## config.mk

```make
export PLATFORM = sky130hd
export DESIGN_NAME = merger_ctrl_s_axi
export DESIGN_NICKNAME = d
export VERILOG_FILES = /design/src/rtl/merger_ctrl_s_axi_pkg.sv /design/src/rtl/merger_ctrl_s_axi_reg64.sv /design/src/rtl/merger_ctrl_s_axi.sv
export SDC_FILE = /design/constraint.sdc
export NUM_CORES = 1
export LEC_CHECK = 0
export BUFFER_PORTS_ARGS = -buffer_cell sky130_fd_sc_hd__buf_2
export CORE_UTILIZATION = 47
export DETAILED_ROUTE_END_ITERATION = 8
export GPL_ROUTABILITY_DRIVEN = 0
export HOLD_SLACK_MARGIN = 0.05
export PLACE_DENSITY = 0.72
export REMOVE_ABC_BUFFERS = 1
export SLEW_MARGIN = 0
export SYNTH_ARGS = -nofsm -noshare
export SYNTH_HDL_FRONTEND = slang
export SYNTH_HIERARCHICAL = 1
export SYNTH_SLANG_ARGS = --single-unit
```

## constraint.sdc

```tcl
create_clock -name ap_clk -period 3.45 [get_ports ap_clk]
set_input_delay 0.345 -clock ap_clk [delete_from_list [all_inputs] [get_ports ap_clk]]
set_output_delay 0.345 -clock ap_clk [all_outputs]
set_load 0.005 [all_outputs]
```

## src/rtl/merger_ctrl_s_axi_pkg.sv

```systemverilog
// Shared register map, FSM state types and CTRL bit positions for the merger control slave.
package merger_ctrl_s_axi_pkg;

    localparam logic [5:0] ADDR_CTRL      = 6'h00;
    localparam logic [5:0] ADDR_GIE       = 6'h04;
    localparam logic [5:0] ADDR_IER       = 6'h08;
    localparam logic [5:0] ADDR_ISR       = 6'h0C;
    localparam logic [5:0] ADDR_SIZE_LO   = 6'h10;
    localparam logic [5:0] ADDR_SIZE_HI   = 6'h14;
    localparam logic [5:0] ADDR_NPASS     = 6'h18;
    localparam logic [5:0] ADDR_INPTR_LO  = 6'h1C;
    localparam logic [5:0] ADDR_INPTR_HI  = 6'h20;
    localparam logic [5:0] ADDR_OUTPTR_LO = 6'h24;
    localparam logic [5:0] ADDR_OUTPTR_HI = 6'h28;
    localparam logic [5:0] ADDR_KRST      = 6'h2C;

    localparam int CTRL_START_BIT = 0;
    localparam int CTRL_DONE_BIT  = 1;
    localparam int CTRL_IDLE_BIT  = 2;

    typedef enum logic [1:0] {
        WIDLE = 2'd0,
        WDATA = 2'd1,
        WRESP = 2'd2
    } wstate_t;

    typedef enum logic {
        RIDLE = 1'b0,
        RDATA = 1'b1
    } rstate_t;

    // Word-aligned form of a byte address; only bits [5:2] are decoded.
    function automatic logic [5:0] word_addr(input logic [5:0] a);
        return {a[5:2], 2'b00};
    endfunction

endpackage

```

## src/rtl/merger_ctrl_s_axi_reg64.sv

```systemverilog
// One 64-bit register exposed as lo/hi 32-bit words with byte-strobed writes.
module merger_ctrl_reg64 (
    input  logic        ap_clk,
    input  logic        areset,
    input  logic        we_lo_i,
    input  logic        we_hi_i,
    input  logic [31:0] wdata_i,
    input  logic [3:0]  wstrb_i,
    output logic [63:0] val_o
);

    logic [63:0] val_q;
    logic [63:0] val_d;

    always_comb begin
        val_d = val_q;
        for (int b = 0; b < 4; b++) begin
            if (we_lo_i && wstrb_i[b]) val_d[8*b +: 8]      = wdata_i[8*b +: 8];
            if (we_hi_i && wstrb_i[b]) val_d[32 + 8*b +: 8] = wdata_i[8*b +: 8];
        end
    end

    always_ff @(posedge ap_clk) begin
        if (areset) val_q <= '0;
        else        val_q <= val_d;
    end

    assign val_o = val_q;

endmodule

```

## src/rtl/merger_ctrl_s_axi.sv

```systemverilog
// AXI4-Lite control slave for the merger-tree wrapper: start/done/idle handshake, sizes, pointers.
// Define MERGER_CTRL_IRQ_EN to build the GIE/IER/ISR interrupt block; otherwise interrupt is 0.
module merger_ctrl_s_axi
    import merger_ctrl_s_axi_pkg::*;
#(
    parameter int C_S_AXI_ADDR_WIDTH = 6,
    parameter int C_S_AXI_DATA_WIDTH = 32
) (
    input  logic                            ap_clk,
    input  logic                            areset,
    input  logic                            s_axi_awvalid,
    output logic                            s_axi_awready,
    input  logic [C_S_AXI_ADDR_WIDTH-1:0]   s_axi_awaddr,
    input  logic                            s_axi_wvalid,
    output logic                            s_axi_wready,
    input  logic [C_S_AXI_DATA_WIDTH-1:0]   s_axi_wdata,
    input  logic [C_S_AXI_DATA_WIDTH/8-1:0] s_axi_wstrb,
    output logic                            s_axi_bvalid,
    input  logic                            s_axi_bready,
    output logic [1:0]                      s_axi_bresp,
    input  logic                            s_axi_arvalid,
    output logic                            s_axi_arready,
    input  logic [C_S_AXI_ADDR_WIDTH-1:0]   s_axi_araddr,
    output logic                            s_axi_rvalid,
    input  logic                            s_axi_rready,
    output logic [C_S_AXI_DATA_WIDTH-1:0]   s_axi_rdata,
    output logic [1:0]                      s_axi_rresp,
    output logic                            ap_start,
    input  logic                            ap_done,
    input  logic                            ap_idle,
    output logic                            kernel_rst,
    output logic [63:0]                     size,
    output logic [7:0]                      num_pass,
    output logic [63:0]                     in_ptr,
    output logic [63:0]                     out_ptr,
    output logic                            interrupt
);

    wstate_t     wstate_q, wstate_d;
    rstate_t     rstate_q, rstate_d;
    logic [5:0]  waddr_q, waddr_d;
    logic [5:0]  raddr_q, raddr_d;
    logic [31:0] rdata_q, rdata_d;
    logic [31:0] rd_mux;

    logic        start_q, start_d;
    logic        done_q, done_d;
    logic [7:0]  npass_q, npass_d;
    logic        krst_q, krst_d;

    logic        wr_fire;
    logic        rd_ctrl_fire;
    logic        unused_ok;

    assign unused_ok = ^{s_axi_awaddr, s_axi_araddr};

    assign wr_fire      = (wstate_q == WDATA) && s_axi_wvalid;
    assign rd_ctrl_fire = (rstate_q == RDATA) && s_axi_rready && (raddr_q == ADDR_CTRL);

    // Write channel
    always_comb begin
        wstate_d = wstate_q;
        waddr_d  = waddr_q;
        case (wstate_q)
            WIDLE: if (s_axi_awvalid) begin
                waddr_d  = word_addr(s_axi_awaddr[5:0]);
                wstate_d = WDATA;
            end
            WDATA: if (s_axi_wvalid) wstate_d = WRESP;
            WRESP: if (s_axi_bready) wstate_d = WIDLE;
            default: wstate_d = WIDLE;
        endcase
    end

    // Read channel: rdata is captured at the AR handshake and held until R completes.
    always_comb begin
        rstate_d = rstate_q;
        raddr_d  = raddr_q;
        rdata_d  = rdata_q;
        case (rstate_q)
            RIDLE: if (s_axi_arvalid) begin
                raddr_d  = word_addr(s_axi_araddr[5:0]);
                rdata_d  = rd_mux;
                rstate_d = RDATA;
            end
            RDATA: if (s_axi_rready) rstate_d = RIDLE;
            default: rstate_d = RIDLE;
        endcase
    end

    // Set terms are applied last so a done pulse or start write wins over a same-cycle clear.
    always_comb begin
        start_d = start_q;
        done_d  = done_q;
        npass_d = npass_q;
        krst_d  = krst_q;
        if (ap_done) start_d = 1'b0;
        if (wr_fire && (waddr_q == ADDR_CTRL) && s_axi_wstrb[0] && s_axi_wdata[CTRL_START_BIT])
            start_d = 1'b1;
        if (rd_ctrl_fire) done_d = 1'b0;
        if (ap_done)      done_d = 1'b1;
        if (wr_fire && (waddr_q == ADDR_NPASS) && s_axi_wstrb[0]) npass_d = s_axi_wdata[7:0];
        if (wr_fire && (waddr_q == ADDR_KRST)  && s_axi_wstrb[0]) krst_d  = s_axi_wdata[0];
    end

    always_ff @(posedge ap_clk) begin
        if (areset) begin
            wstate_q <= WIDLE;
            rstate_q <= RIDLE;
            waddr_q  <= '0;
            raddr_q  <= '0;
            rdata_q  <= '0;
            start_q  <= 1'b0;
            done_q   <= 1'b0;
            npass_q  <= '0;
            krst_q   <= 1'b0;
        end else begin
            wstate_q <= wstate_d;
            rstate_q <= rstate_d;
            waddr_q  <= waddr_d;
            raddr_q  <= raddr_d;
            rdata_q  <= rdata_d;
            start_q  <= start_d;
            done_q   <= done_d;
            npass_q  <= npass_d;
            krst_q   <= krst_d;
        end
    end

    merger_ctrl_reg64 u_size (
        .ap_clk  (ap_clk),
        .areset  (areset),
        .we_lo_i (wr_fire && (waddr_q == ADDR_SIZE_LO)),
        .we_hi_i (wr_fire && (waddr_q == ADDR_SIZE_HI)),
        .wdata_i (s_axi_wdata),
        .wstrb_i (s_axi_wstrb),
        .val_o   (size)
    );

    merger_ctrl_reg64 u_in_ptr (
        .ap_clk  (ap_clk),
        .areset  (areset),
        .we_lo_i (wr_fire && (waddr_q == ADDR_INPTR_LO)),
        .we_hi_i (wr_fire && (waddr_q == ADDR_INPTR_HI)),
        .wdata_i (s_axi_wdata),
        .wstrb_i (s_axi_wstrb),
        .val_o   (in_ptr)
    );

    merger_ctrl_reg64 u_out_ptr (
        .ap_clk  (ap_clk),
        .areset  (areset),
        .we_lo_i (wr_fire && (waddr_q == ADDR_OUTPTR_LO)),
        .we_hi_i (wr_fire && (waddr_q == ADDR_OUTPTR_HI)),
        .wdata_i (s_axi_wdata),
        .wstrb_i (s_axi_wstrb),
        .val_o   (out_ptr)
    );

`ifdef MERGER_CTRL_IRQ_EN
    logic       gie_q, gie_d;
    logic [1:0] ier_q, ier_d;
    logic [1:0] isr_q, isr_d;
    logic       irq_q;

    always_comb begin
        gie_d = gie_q;
        ier_d = ier_q;
        isr_d = isr_q;
        if (wr_fire && (waddr_q == ADDR_GIE) && s_axi_wstrb[0]) gie_d = s_axi_wdata[0];
        if (wr_fire && (waddr_q == ADDR_IER) && s_axi_wstrb[0]) ier_d = s_axi_wdata[1:0];
        for (int i = 0; i < 2; i++) begin
            if (wr_fire && (waddr_q == ADDR_ISR) && s_axi_wstrb[0] && s_axi_wdata[i])
                isr_d[i] = ~isr_q[i];
            if (ap_done && ier_q[i]) isr_d[i] = 1'b1;
        end
    end

    always_ff @(posedge ap_clk) begin
        if (areset) begin
            gie_q <= 1'b0;
            ier_q <= '0;
            isr_q <= '0;
            irq_q <= 1'b0;
        end else begin
            gie_q <= gie_d;
            ier_q <= ier_d;
            isr_q <= isr_d;
            irq_q <= gie_q & |(ier_q & isr_q);
        end
    end

    assign interrupt = irq_q;
`else
    assign interrupt = 1'b0;
`endif

    always_comb begin
        rd_mux = '0;
        case (word_addr(s_axi_araddr[5:0]))
            ADDR_CTRL: begin
                rd_mux[CTRL_START_BIT] = start_q;
                rd_mux[CTRL_DONE_BIT]  = done_q;
                rd_mux[CTRL_IDLE_BIT]  = ap_idle;
            end
`ifdef MERGER_CTRL_IRQ_EN
            ADDR_GIE:       rd_mux[0]   = gie_q;
            ADDR_IER:       rd_mux[1:0] = ier_q;
            ADDR_ISR:       rd_mux[1:0] = isr_q;
`endif
            ADDR_SIZE_LO:   rd_mux = size[31:0];
            ADDR_SIZE_HI:   rd_mux = size[63:32];
            ADDR_NPASS:     rd_mux[7:0] = npass_q;
            ADDR_INPTR_LO:  rd_mux = in_ptr[31:0];
            ADDR_INPTR_HI:  rd_mux = in_ptr[63:32];
            ADDR_OUTPTR_LO: rd_mux = out_ptr[31:0];
            ADDR_OUTPTR_HI: rd_mux = out_ptr[63:32];
            ADDR_KRST:      rd_mux[0] = krst_q;
            default:        rd_mux = '0;
        endcase
    end

    assign s_axi_awready = (wstate_q == WIDLE);
    assign s_axi_wready  = (wstate_q == WDATA);
    assign s_axi_bvalid  = (wstate_q == WRESP);
    assign s_axi_bresp   = 2'b00;
    assign s_axi_arready = (rstate_q == RIDLE);
    assign s_axi_rvalid  = (rstate_q == RDATA);
    assign s_axi_rdata   = rdata_q;
    assign s_axi_rresp   = 2'b00;

    assign ap_start   = start_q;
    assign kernel_rst = krst_q;
    assign num_pass   = npass_q;

endmodule
```

==> results.md <==
* Mux contribution to synthesized area at a little under a quarter
* CTS H-tree lvls at 1
* Share of the synthesized area in the top cell type at between 40% and 50%
* Flops & latches, synth at between 200 and 250
* WL final at around 35000 µm
* Num CTS Buffers at 26
* Met2 Track Usage GR at 40.8%
* Largest net degree at the start of global routing at roughly 130
* Compound-cell area share of the yosys netlist at between 10 and 15%
* Worst setup SP type: register
* DP HPWL at between 20000 and 25000 µm
* Leading area contributor after synthesis: dfxtp_1
* Sequential-to-total area share from yosys stat at about two fifths
* Peak-usage layer in the global routing report: met2
* Post-CTS Setup Bufs at 0
* Avg WL per Cell at between 15 and 20 µm
* Dominant cells by area after synthesis: dfxtp_1 (41%), mux2i_1 (22%), nand2b_1 (15%)
* Residual DRC at 0
* Crit. End Element: register
* Worst-case vdd ir drop at 0.000355 V
* Clk_lat worst skew at roughly 530 ps
* Number of synthesized flops with an enable pin at 0
* Simple-gate area share of the yosys netlist at 20.4%
* Synth Area in XOR/XNOR at less than 1%
* Io pins at around 300
* Vias per cell at about 5.5
* Gate count of the mapped netlist at between 1k and 1.5k
* Worst clock skew at between 8 and 9 ps
* Clk buf depth at 3
* DRT antenna net count at 0
* Critical path arrival at a little under 3000 ps
* Final period utilization at between 70% and 80%
* Worst Path Max Fanout at 8
* MaxCap Viol Count at 0
* Avg Cell Area, Syn at ~10 µm²
* Clk sinks at between 200 and 250
* Die outline area at approximately 0.026 mm²
* GR met3 Demand/Resource at approximately 5.6%
* DP Worst Slack at 856 ps
* Layout area overhead at 19.8%
* PnR worst setup slack at around 950 ps
* Fin. Hold Viols at 0
* # fillers at roughly 2.2k
* Slew Limit Fails at 0
* Drt pass-1 iters at 5
* Vias at between 9k and 10k
* Cell Count, Final, Fillers Out at roughly 1.8k
* Chip height at about 160 µm
* Core Region at roughly 0.025 mm²
* FFs w/ async S/R, synth at 0%
* Synth Area in Adders at less than 1%
* Synth cell types at 60
* Max Freq at ~400 MHz
* Yosys warning count at 6
* Dpl cells at roughly 1.7k
* GRT overflow at 0
* PortBufs at just under 300
* All-Layer GR Usage at 26.2%
* Worst slew pin tran at a little over 900 ps
* Clock-pin slew on the worst setup and hold paths at 60 ps
* Initial Util at roughly half
* Grt met1 use at between 30% and 40%
* Rows at 57
* CTS Root Cell: clkbuf_16
* Cell Area, Synth at between 0.01 and 0.015 mm²
* Share of layout cells above drive strength 1 at 27.3%
* Final setup viols at 0
* NumNets Final at roughly 1.5k
* Worst min path class: input port to register
* PwrDens at 431 mW/mm²
* Placed inst area at 0.0133 mm²
* Setup TNS at 0 ps
* Power Total at between 6 and 7 mW
* Vias in the first global route at slightly above 9k
* RSZ-0062 raised after global routing: no
* Status: completed
* Relative slew slack at 38.6%
* Combinational family with the most area after synthesis: multiplexers
* Post-route minimum period at roughly 2500 ps
* Static leakage at between 6 and 7 nW
* Design area at ~0.014 mm²
* Req. time, crit path at 3900 ps
* Main synth FF type: dfxtp_1
* First-pass GRT wire length at ~53000 µm
* CTS tree: yes
* Die width at 161 µm
* Initial antenna violation count at 5
* Iteration-0 DRC Markers at between 700 and 800
* CP Class: register to register
[repair_timing]
item                      CTS  global route
hold endpoints to repair    4             0
hold buffers                4             0
resized for setup           0             0
[worst paths after layout]
check                           slack, ps  depth (start not counted)          endpoint      startpoint
worst max-delay path                  950                          5  u_size/val_o[22]     wstate_q[0]
worst min-delay path                  100                          3            done_q         ap_done
worst max register to register        950                          5  u_size/val_o[22]     wstate_q[0]
worst min register to register        450                          2    s_axi_rdata[2]  s_axi_rdata[2]
[metal layers]
| metal | up-vias | wire [µm] |
|---|---|---|
| li1 | 4638 | - |
| met1 | 4639 | 15400 |
| met2 | 381 | 15600 |
| met3 | 86 | 2890 |
| met4 | 2 | 1140 |
| met5 | - | 13 |
[cell families after synthesis]
| logic type | Yosys count |
|---|---|
| AOI/OAI and AO/OA | 172 |
| xor gates and xnor gates | 1 |
| adders and majority gates | 1 |
| buffers and inverters | 99 |
| DFF | 246 |
| muxes | 268 |
| other | 1 |
| and+or+nand+nor | 399 |
[synthesized netlist by cell type (2+ instances only)]
library cell	n
nor4_1	2
mux2i_1	266
a31o_2	22
o211ai_1	2
a21oi_1	35
o22ai_1	25
o221ai_1	2
a221oi_1	6
nand2_2	12
buf_6	18
inv_2	2
inv_1	4
a32o_1	5
nand2b_1	293
nor2_1	28
a2bb2oi_1	2
mux2_2	2
nor3_1	5
nand4b_1	2
and2_1	13
dfxtp_1	246
buf_2	17
nand3_1	6
clkbuf_1	37
nand3b_1	2
nand2_1	17
a22o_1	26
buf_4	20
a22oi_1	3
nor2b_1	7
o21ai_0	30
a31o_1	2
[cell type report]
class	instances	area (µm²)	area share, %
clock inverter	5	28.8	0.202
multi-input combinational	846	6370	44.8
inverter	6	22.5	0.158
tap	324	405	2.85
clock buffer	40	835	5.87
sequential	246	4920	34.6
timing repair buffer	312	1630	11.5
antenna	3	7.51	0.0528
[flip-flops by register name (all words and copies together) (netlist names)]
signal / flops
done_q: 1
raddr_q: 4
s_axi_rdata: 32
kernel_rst: 1
ap_start: 1
u_out_ptr/val_o: 64
num_pass: 8
u_size/val_o: 64
wstate_q: 2
u_in_ptr/val_o: 64
s_axi_rvalid: 1
waddr_q: 4
[through the flow]
stage | hold slack [ps] | utilization (%)
2_1_floorplan | 414 | -
3_3_place_gp | 440 | 54.3
3_5_place_dp | 447 | 54.3
4_1_cts | 87.1 | 57.9
5_1_grt | 112 | 58.0
6_report | 101 | 58.0
[worst max-delay path: stages, from the launching register on]
cell     delay, ps
dfxtp_1        390
nor2b_1        340
nand3_1        190
nor3_1         540
and2_1         690
mux2i_1        270
[cell usage in the layout (no fill, tap or decap), types with 3 or more instances in the layout]
cell type / Yosys / layout
nand2b_1: 293 / 292
buf_2: 17 / 289
mux2i_1: 266 / 266
dfxtp_1: 246 / 246
a21oi_1: 35 / 35
o21ai_0: 30 / 30
nor2_1: 28 / 27
clkbuf_16: 0 / 27
a22o_1: 26 / 26
o22ai_1: 25 / 25
a31o_2: 22 / 22
buf_4: 20 / 18
nand2_1: 17 / 17
and2_1: 13 / 13
nand2_2: 12 / 12
clkbuf_8: 0 / 11
nor2b_1: 7 / 7
nand3_1: 6 / 6
a221oi_1: 6 / 6
nor3_1: 5 / 5
a32o_1: 5 / 5
conb_1: 1 / 5
inv_1: 4 / 4
clkinv_2: 0 / 4
dlygate4sd3_1: 0 / 4
diode_2: 0 / 3
a22oi_1: 3 / 3
[power by group]
group          total [mW]  internal (mW)  switching [mW]
registers            2.87           2.86          0.0159
logic               0.431          0.171           0.260
clock network        2.82           1.65            1.17
Power figures use the tool's default switching activity.
